===== config.mk =====
export PLATFORM = sky130hd
export DESIGN_NAME = pipeline_ctrl
export DESIGN_NICKNAME = d
export VERILOG_FILES = /design/src/rtl/pipeline_ctrl_pkg.sv /design/src/rtl/pipeline_ctrl_sat_counter.sv /design/src/rtl/pipeline_ctrl.sv
export SDC_FILE = /design/constraint.sdc
export NUM_CORES = 1
export LEC_CHECK = 0
export ABC_AREA = 1
export BUFFER_PORTS_ARGS = -buffer_cell sky130_fd_sc_hd__buf_2
export CAP_MARGIN = 15
export CORE_UTILIZATION = 50
export DETAILED_ROUTE_END_ITERATION = 7
export HOLD_SLACK_MARGIN = 0.08
export PLACE_DENSITY_LB_ADDON = 0.2
export RECOVER_POWER = 100
export SLEW_MARGIN = 20
export SYNTH_ARGS = -nofsm -noshare
export SYNTH_HDL_FRONTEND = slang
export SYNTH_SLANG_ARGS = --single-unit

===== constraint.sdc =====
create_clock -name clk -period 2.7 [get_ports clk]
set_clock_uncertainty 0.2 [all_clocks]
set_input_delay 0.135 -clock clk [delete_from_list [all_inputs] [get_ports clk]]
set_output_delay 0.135 -clock clk [all_outputs]
set_load 0.005 [all_outputs]

===== src/rtl/pipeline_ctrl_pkg.sv =====
// Shared types and defaults for the pipeline stall/flush sequencer.
// Latency: n/a (declarations only).
// Backpressure: n/a (declarations only).
package pipeline_ctrl_pkg;

    // Sequencer state width and encoding
    localparam int STATE_W = 2;

    typedef enum logic [STATE_W-1:0] {
        ST_RUN      = 2'd0,
        ST_MEM_WAIT = 2'd1,
        ST_TRAP     = 2'd2
    } state_e;

    // Default memory-wait timeout (consecutive frozen cycles) and counter width
    localparam int TIMEOUT_DEF = 16;
    localparam int CNT_W_DEF   = 32;

    // Wait counter is wide enough for the largest legal TIMEOUT (255)
    localparam int WAIT_W = 8;

    // Per-cycle control bundle driven to the PC and pipeline registers
    typedef struct packed {
        logic pc_write;
        logic if_id_write;
        logic id_ex_write;
        logic ex_mem_write;
        logic mem_wb_write;
        logic flush_if_id;
        logic flush_id_ex;
        logic flush_ex_mem;
    } pipe_ctl_t;

    // Every register frozen, nothing flushed
    localparam pipe_ctl_t CTL_FREEZE = '{default: 1'b0};

    // Normal advance: every register written, nothing flushed
    localparam pipe_ctl_t CTL_RUN = '{
        pc_write:     1'b1,
        if_id_write:  1'b1,
        id_ex_write:  1'b1,
        ex_mem_write: 1'b1,
        mem_wb_write: 1'b1,
        flush_if_id:  1'b0,
        flush_id_ex:  1'b0,
        flush_ex_mem: 1'b0
    };

    // Reset image: registers held, all stages cleared to bubbles
    localparam pipe_ctl_t CTL_RESET = '{
        pc_write:     1'b0,
        if_id_write:  1'b0,
        id_ex_write:  1'b0,
        ex_mem_write: 1'b0,
        mem_wb_write: 1'b0,
        flush_if_id:  1'b1,
        flush_id_ex:  1'b1,
        flush_ex_mem: 1'b1
    };

endpackage


===== src/rtl/pipeline_ctrl_sat_counter.sv =====
// Saturating event counter: counts increment strobes, sticks at all-ones.
// Latency: count visible one cycle after the strobe.
// Backpressure: none; increments are dropped once saturated.
module sat_counter #(
    parameter int W = 32
) (
    input  logic         clk_i,
    input  logic         clr_i,
    input  logic         inc_i,
    output logic [W-1:0] cnt_o
);

    logic [W-1:0] cnt_q;
    logic         at_max;

    assign at_max = (cnt_q == {W{1'b1}});

    // Synchronous clear wins; otherwise count up until all-ones
    always_ff @(posedge clk_i) begin
        if (clr_i) begin
            cnt_q <= '0;
        end else if (inc_i && !at_max) begin
            cnt_q <= cnt_q + W'(1);
        end
    end

    assign cnt_o = cnt_q;

endmodule


===== src/rtl/pipeline_ctrl.sv =====
// Stall/flush sequencer for the 5-stage pipeline: merges load-use, MEM branch and dmem wait.
// Latency: control outputs are combinational from state + inputs (same-cycle stall).
// Backpressure: a pending data-memory access freezes every stage until dmem_ready.
module pipeline_ctrl
    import pipeline_ctrl_pkg::*;
#(
    parameter int TIMEOUT = TIMEOUT_DEF,
    parameter int CNT_W   = CNT_W_DEF
) (
    input  logic             clk,
    input  logic             rst,
    input  logic             load_use_hazard,
    input  logic             branch_taken_MEM,
    input  logic             mem_access_MEM,
    input  logic             dmem_ready,
    output logic             dmem_req,
    output logic             pc_write,
    output logic             IF_ID_write,
    output logic             ID_EX_write,
    output logic             EX_MEM_write,
    output logic             MEM_WB_write,
    output logic             flush_IF_ID,
    output logic             flush_ID_EX,
    output logic             flush_EX_MEM,
    output logic             mem_trap,
    output logic [CNT_W-1:0] stall_cnt,
    output logic [CNT_W-1:0] flush_cnt,
    output logic [CNT_W-1:0] memwait_cnt
);

    localparam logic [WAIT_W-1:0] TIMEOUT_V = WAIT_W'(TIMEOUT);

    state_e            state_q, state_d;
    logic [WAIT_W-1:0] wait_q, wait_d;
    logic [WAIT_W-1:0] wait_nxt;

    pipe_ctl_t ctl;
    logic      req;
    logic      trap;
    logic      release_hz;
    logic      stall_inc;
    logic      flush_inc;
    logic      wait_inc;

    // Number of frozen cycles including the current one
    assign wait_nxt = wait_q + WAIT_W'(1);

    // State and wait-counter registers
    always_ff @(posedge clk) begin
        if (rst) begin
            state_q <= ST_RUN;
            wait_q  <= '0;
        end else begin
            state_q <= state_d;
            wait_q  <= wait_d;
        end
    end

    // Next-state and same-cycle control decode
    always_comb begin
        state_d    = state_q;
        wait_d     = wait_q;
        ctl        = CTL_FREEZE;
        req        = 1'b0;
        trap       = 1'b0;
        release_hz = 1'b0;
        stall_inc  = 1'b0;
        flush_inc  = 1'b0;
        wait_inc   = 1'b0;

        case (state_q)
            ST_RUN: begin
                if (mem_access_MEM) begin
                    req = 1'b1;
                    if (dmem_ready) begin
                        release_hz = 1'b1;
                    end else begin
                        // First frozen cycle of a multi-cycle access
                        wait_inc = 1'b1;
                        wait_d   = WAIT_W'(1);
                        state_d  = ST_MEM_WAIT;
                    end
                end else begin
                    release_hz = 1'b1;
                end
            end

            ST_MEM_WAIT: begin
                req = 1'b1;
                if (dmem_ready) begin
                    // Hazards sampled during the freeze are re-evaluated now
                    release_hz = 1'b1;
                    wait_d     = '0;
                    state_d    = ST_RUN;
                end else begin
                    wait_inc = 1'b1;
                    if (wait_nxt == TIMEOUT_V) begin
                        // TIMEOUT consecutive frozen cycles without completion
                        wait_d  = '0;
                        state_d = ST_TRAP;
                    end else begin
                        wait_d = wait_nxt;
                    end
                end
            end

            ST_TRAP: begin
                trap = 1'b1;
            end

            default: begin
                state_d = ST_RUN;
                wait_d  = '0;
            end
        endcase

        // Branch flush outranks the load-use bubble
        if (release_hz) begin
            if (branch_taken_MEM) begin
                ctl              = CTL_RUN;
                ctl.flush_if_id  = 1'b1;
                ctl.flush_id_ex  = 1'b1;
                ctl.flush_ex_mem = 1'b1;
                flush_inc        = 1'b1;
            end else if (load_use_hazard) begin
                ctl             = CTL_RUN;
                ctl.pc_write    = 1'b0;
                ctl.if_id_write = 1'b0;
                ctl.flush_id_ex = 1'b1;
                stall_inc       = 1'b1;
            end else begin
                ctl = CTL_RUN;
            end
        end

        // Reset overrides everything, including the memory request
        if (rst) begin
            ctl       = CTL_RESET;
            req       = 1'b0;
            trap      = 1'b0;
            stall_inc = 1'b0;
            flush_inc = 1'b0;
            wait_inc  = 1'b0;
            state_d   = ST_RUN;
            wait_d    = '0;
        end
    end

    assign dmem_req     = req;
    assign mem_trap     = trap;
    assign pc_write     = ctl.pc_write;
    assign IF_ID_write  = ctl.if_id_write;
    assign ID_EX_write  = ctl.id_ex_write;
    assign EX_MEM_write = ctl.ex_mem_write;
    assign MEM_WB_write = ctl.mem_wb_write;
    assign flush_IF_ID  = ctl.flush_if_id;
    assign flush_ID_EX  = ctl.flush_id_ex;
    assign flush_EX_MEM = ctl.flush_ex_mem;

    sat_counter #(.W(CNT_W)) u_stall_cnt (
        .clk_i (clk),
        .clr_i (rst),
        .inc_i (stall_inc),
        .cnt_o (stall_cnt)
    );

    sat_counter #(.W(CNT_W)) u_flush_cnt (
        .clk_i (clk),
        .clr_i (rst),
        .inc_i (flush_inc),
        .cnt_o (flush_cnt)
    );

    sat_counter #(.W(CNT_W)) u_memwait_cnt (
        .clk_i (clk),
        .clr_i (rst),
        .inc_i (wait_inc),
        .cnt_o (memwait_cnt)
    );

endmodule

# After elaboration in Yosys (flattened, before gate mapping)
# Index checks and enable logic that the tools add are counted.
# word_totals
output_inout_bits	106
rom_bits	0
n_memories	0
latchBits	0
regBits	106
wordCells	61
input_bits	6
ram_bits	0
# classes
n_reduce_logical	9
muxes	33
mul	0
n_eq_ne	9
bitwise	1
add_sub_neg	4
div_mod_pow	0
magnitude_cmp	0
shift	0
# op_table
operator	n
32-bit by 1-bit adder with 32-bit output, second input constant	3
32-bit equality test, second input constant	3
8-bit 2-to-1 mux	8
8-bit case mux with 3 select lines	1
1-bit 2-to-1 mux	16
8-bit by 1-bit adder with 8-bit output, second input constant	1
8-bit by 5-bit equality test with 1-bit output, second input constant	1
2-bit 2-to-1 mux	4
1-bit case mux with 2 select lines	3
2-bit case mux with 3 select lines	1
2-bit != test, second input constant	2
4-bit AND reduction	1
1-bit logical AND	3
1-bit zero test	3
3-bit != test, second input constant	1
3-bit AND reduction	1
2-bit by 1-bit equality test with 1-bit output, second input constant	1
2-bit equality test, second input constant	1
2-bit zero test	1
1-bit inverter	1

# Longest topological paths before layout
# depth
depth_word	6
mapped_depth	13
depth_no_buf	12

# Hierarchy
# From an unflattened synthesis, not the netlist that was laid out.
# unflattened
cells_unflattened	1074
area_unflattened_um2	6665.1
# by_module_without_submodules
mod	seq_area_each_um2	n_inst	area_each_um2	cells_per_inst
sat_counter	640.6	3	1984.4	320
pipeline_ctrl	200.2	1	711.9	114

# Worst setup path after synthesis
# OpenSTA, ideal clock, no wires.
# synth_path
path_type	register to register
from	register u_memwait_cnt.cnt_q[0], in the netlist u_memwait_cnt.cnt_o[0]
to	register u_memwait_cnt.cnt_q[29], in the netlist u_memwait_cnt.cnt_o[29]
synth_period_minus_slack_ps	1933
path_buffers	2
path_stages_with_launch	13
setup_time_ps	142
required_ps	2358
setup_slack_ps	767
arrival_time_ps	1591
path_cell_list	dfxtp_1 ha_1 inv_1 nor2_4 nand2_4 nor2_4 nand2_2 nand2_4 inv_2 buf_6 buf_6 nand2_1 a21oi_2
# synth_between
elab_chain_cells	3
elab_cells_between_ends	4
classes_between	1 x add/sub; 1 x eq/ne; 2 x reduce/logical
# synth_lines
element	line_no	rtl
from (decl)	pipeline_ctrl_sat_counter.sv:13	logic [W-1:0] cnt_q;
from (signal assigned)	pipeline_ctrl_sat_counter.sv:23	cnt_q <= cnt_q + W'(1);
branches (longest 3 deep; another with 32-bit by 1-bit adder with 32-bit output)	n/a	
# Several ways; the timed one is not identified.
# A chain may end at the register's enable or synchronous reset.

# Final worst setup path
# layout_path
from	input port rst
to	register u_memwait_cnt.cnt_q[19], in the netlist u_memwait_cnt.cnt_o[19]
# layout_between
elab_chain_cells	2
# layout_lines
element	line_no	rtl
from (decl)	pipeline_ctrl.sv:11	input logic rst,
1-bit 2-to-1 mux	pipeline_ctrl.sv:137	if (rst) begin
1-bit logical AND	pipeline_ctrl_sat_counter.sv:22	end else if (inc_i && !at_max) begin
# Several ways; a longest one is shown, not always the timed one.

==> impl_metrics.ini <==
[synth]
synth_ff_type = dfxtp_1
synth_cell_types = 31
syn_area_per_cell_um2 = 6.10
yosys.area.top_type_share = 0.315
synth_seq_cells = 106
yosysWarnings = 0
synth_cells = 1106
synth_edf_count = 0
yosys.area.top_type = dfxtp_1
ys_top_cells_by_area = dfxtp_1 (31%), nand2_1 (24%), nor2_1 (11%)
synth_nets = 1116
yosysSeqAreaShare = 0.315
synthArstFlopShare = 0
netlist_area_um2 = 6740

[run]
drv_cap = 0

[drt]
drt_wl_total_mm = 17.7
ant_nets = 0
drt_pre_antenna_iters = 7
route.vias.total = 7091
drc_errors = 0
viasPerCell = 5.08
wl_per_cell_um = 12.7
drt_iter0_markers = 506

[die]
initial_core_util = 0.511
top_level_ports = 112
core_um2 = 13200
row_count = 42
fp.dieArea_um2 = 14000
die_h_um = 118
dieWidth_um = 118

[worst_setup_path]
startpoint_type = input pin
critPathRequiredTime_ns = 2.71
path_class = in -> reg
cp_max_fo = 29
crit_arrival_ns = 2.49
endpoint_kind = register

[power]
finalPower_uw = 2990
vdd_drop_max_uv = 286
p_per_area_nw_per_um2 = 394
p_leak_uw = 0.00278

[finish]
final_util = 0.575
syn_to_final_growth_pct = 12.5
stdcell_count = 1395
fin_nets = 1223
layout-drive-gt1-share = 0.105

[global_routing]
grt_pass1_wl_mm = 29.6
grt_max_degree = 85
track_usage = 0.259
overflow = 0
grt_pass1_vias = 6474
antenna_found_initial = 1

[clock_tree]
clk_pin_slew_worst_paths_ns = 0.07
cts_buffers = 9
htreeDepth = 3
cts-resized-gates = 0
clock-root-buffer = clkbuf_16
clk-insertion-delay-late_ns = 0.36
cts_tree = built
numClockSinks = 106
ctsLongestPathBuffers = 2

[placed_design]
port_buffers = 111
gpl.final_weighted_congestion = 0.887
hpwl_mm = 12.8
placedCellCount = 1373

[sta]
timing.fmax_mhz = 404
finalSetupViolCount = 0
min_period_ns = 2.47
worstMarginPinSlew_ns = 0.961
rsz0062_at_grt = false
tns_ns = 0
fin_crit_sh = 0.917
drv_slew = 0
finalHoldViolations = 0
max_slew_margin = 0.360

[hold_path]
hold_class = in -> reg

[status]
status = finished, final reports clean
-- layout by cell type (no fill, tap or decap), types with 9 or more instances in the layout --
cell       synthesis  routed
nand2_1          436     439
buf_2              2      70
nor2_1           197     198
xor2_1            26      26
nand3b_1          27      27
inv_1             64      64
nand3_1           37      37
nand4_1            9       9
dfxtp_1          106     106
clkbuf_16          0       9
o21bai_1           9       9
clkbuf_1          11      46
o21ai_0           21      21
xnor2_1            9       9
a21oi_1           71      76
nand2_2           15      13
-- worst paths after layout --
kind,depth (start not counted),slack (ns),end,startpoint
max,10,0.23,u_memwait_cnt.cnt_o[19],rst
min,6,0.10,u_stall_cnt.cnt_o[17],branch_taken_MEM
max reg2reg,11,0.29,u_stall_cnt.cnt_o[6],u_stall_cnt.cnt_o[0]
min reg2reg,2,0.30,wait_q[7],wait_q[7]
-- timing repair --
action | 4_1_cts | 5_1_grt
endpoints found under the hold margin | 10 | 0
hold buffers | 5 | 0
setup buffers | 0 | 0
-- per-stage QoR --
stage               hold WS [ns]  cell area, µm²  worst slack (ns)
floorplan                 0.0995            6740             0.767
global placement           0.258            7380             0.388
detailed placement         0.259            7380             0.344
CTS                       0.0991            7710             0.315
global route               0.148            7590            0.0509
finish                     0.101            7590             0.225
-- registers in the layout, indices dropped and copies added (netlist names) --
register	cells
u_memwait_cnt.cnt_o	32
u_stall_cnt.cnt_o	32
wait_q	8
state_q	2
u_flush_cnt.cnt_o	32
-- Yosys cell counts, types with 2 or more instances --
master,n
o21ai_0,21
nor3b_1,5
a21oi_1,71
o21bai_1,9
ha_1,4
nand3_1,37
a21oi_2,10
nor3_1,6
nand4_1,9
nor3_2,2
xnor2_1,9
nand2_2,15
nand2_1,436
nand3b_1,27
inv_1,64
buf_6,8
buf_4,9
nor2_2,3
inv_2,3
nand2_4,4
clkbuf_1,11
xor2_1,26
nor2_4,7
buf_2,2
dfxtp_1,106
nor2_1,197
-- per-layer routing --
layer	vias up	share of wire	wire length, µm	GRT usage
li1	3698	-	-	-
met1	3158	0.46	8220	0.333
met2	206	0.46	8100	0.431
met3	29	0.056	996	0.0362
met4	0	0.024	425	0.115
met5	-	0	0	0
-- area by class of cell --
cell class	instances	area [µm²]
flip-flops and latches	106	2120
fillers	1357	5600
diodes	1	2.50
repair buffers	128	618
clock inverters	7	55.1
well taps	176	220
clock buffers	9	225
inverters	67	251
multi-input cells	901	4090
-- report_power, final --
group / leakage (µW) / switching, µW / internal, µW
Combinational: 0.00180 / 109 / 36.4
Clock: 0.000132 / 634 / 633
Sequential: 0.000854 / 9.52 / 1570
Total: 0.00278 / 752 / 2240
-- cells by family after synthesis --
logic type / count (synthesis) / synth area share
AND/OR/NAND/NOR: 749 / 0.468
AO/OA/AOI/OAI: 113 / 0.0929
flip-flops: 106 / 0.315
buffers and inverters: 99 / 0.0718
XOR/XNOR: 35 / 0.0455
adder cells (fa/ha/maj): 4 / 0.00742
-- critical path, stage by stage --
cell	delay (ns)
dlygate4sd3_1	0.53
clkbuf_1	0.13
nor2_1	0.13
inv_1	0.07
nor3_1	0.48
nand2_4	0.27
inv_2	0.46
nand3_1	0.13
nand2_1	0.10
nor2_1	0.04
No activity file was read; power rests on OpenSTA's default activity.
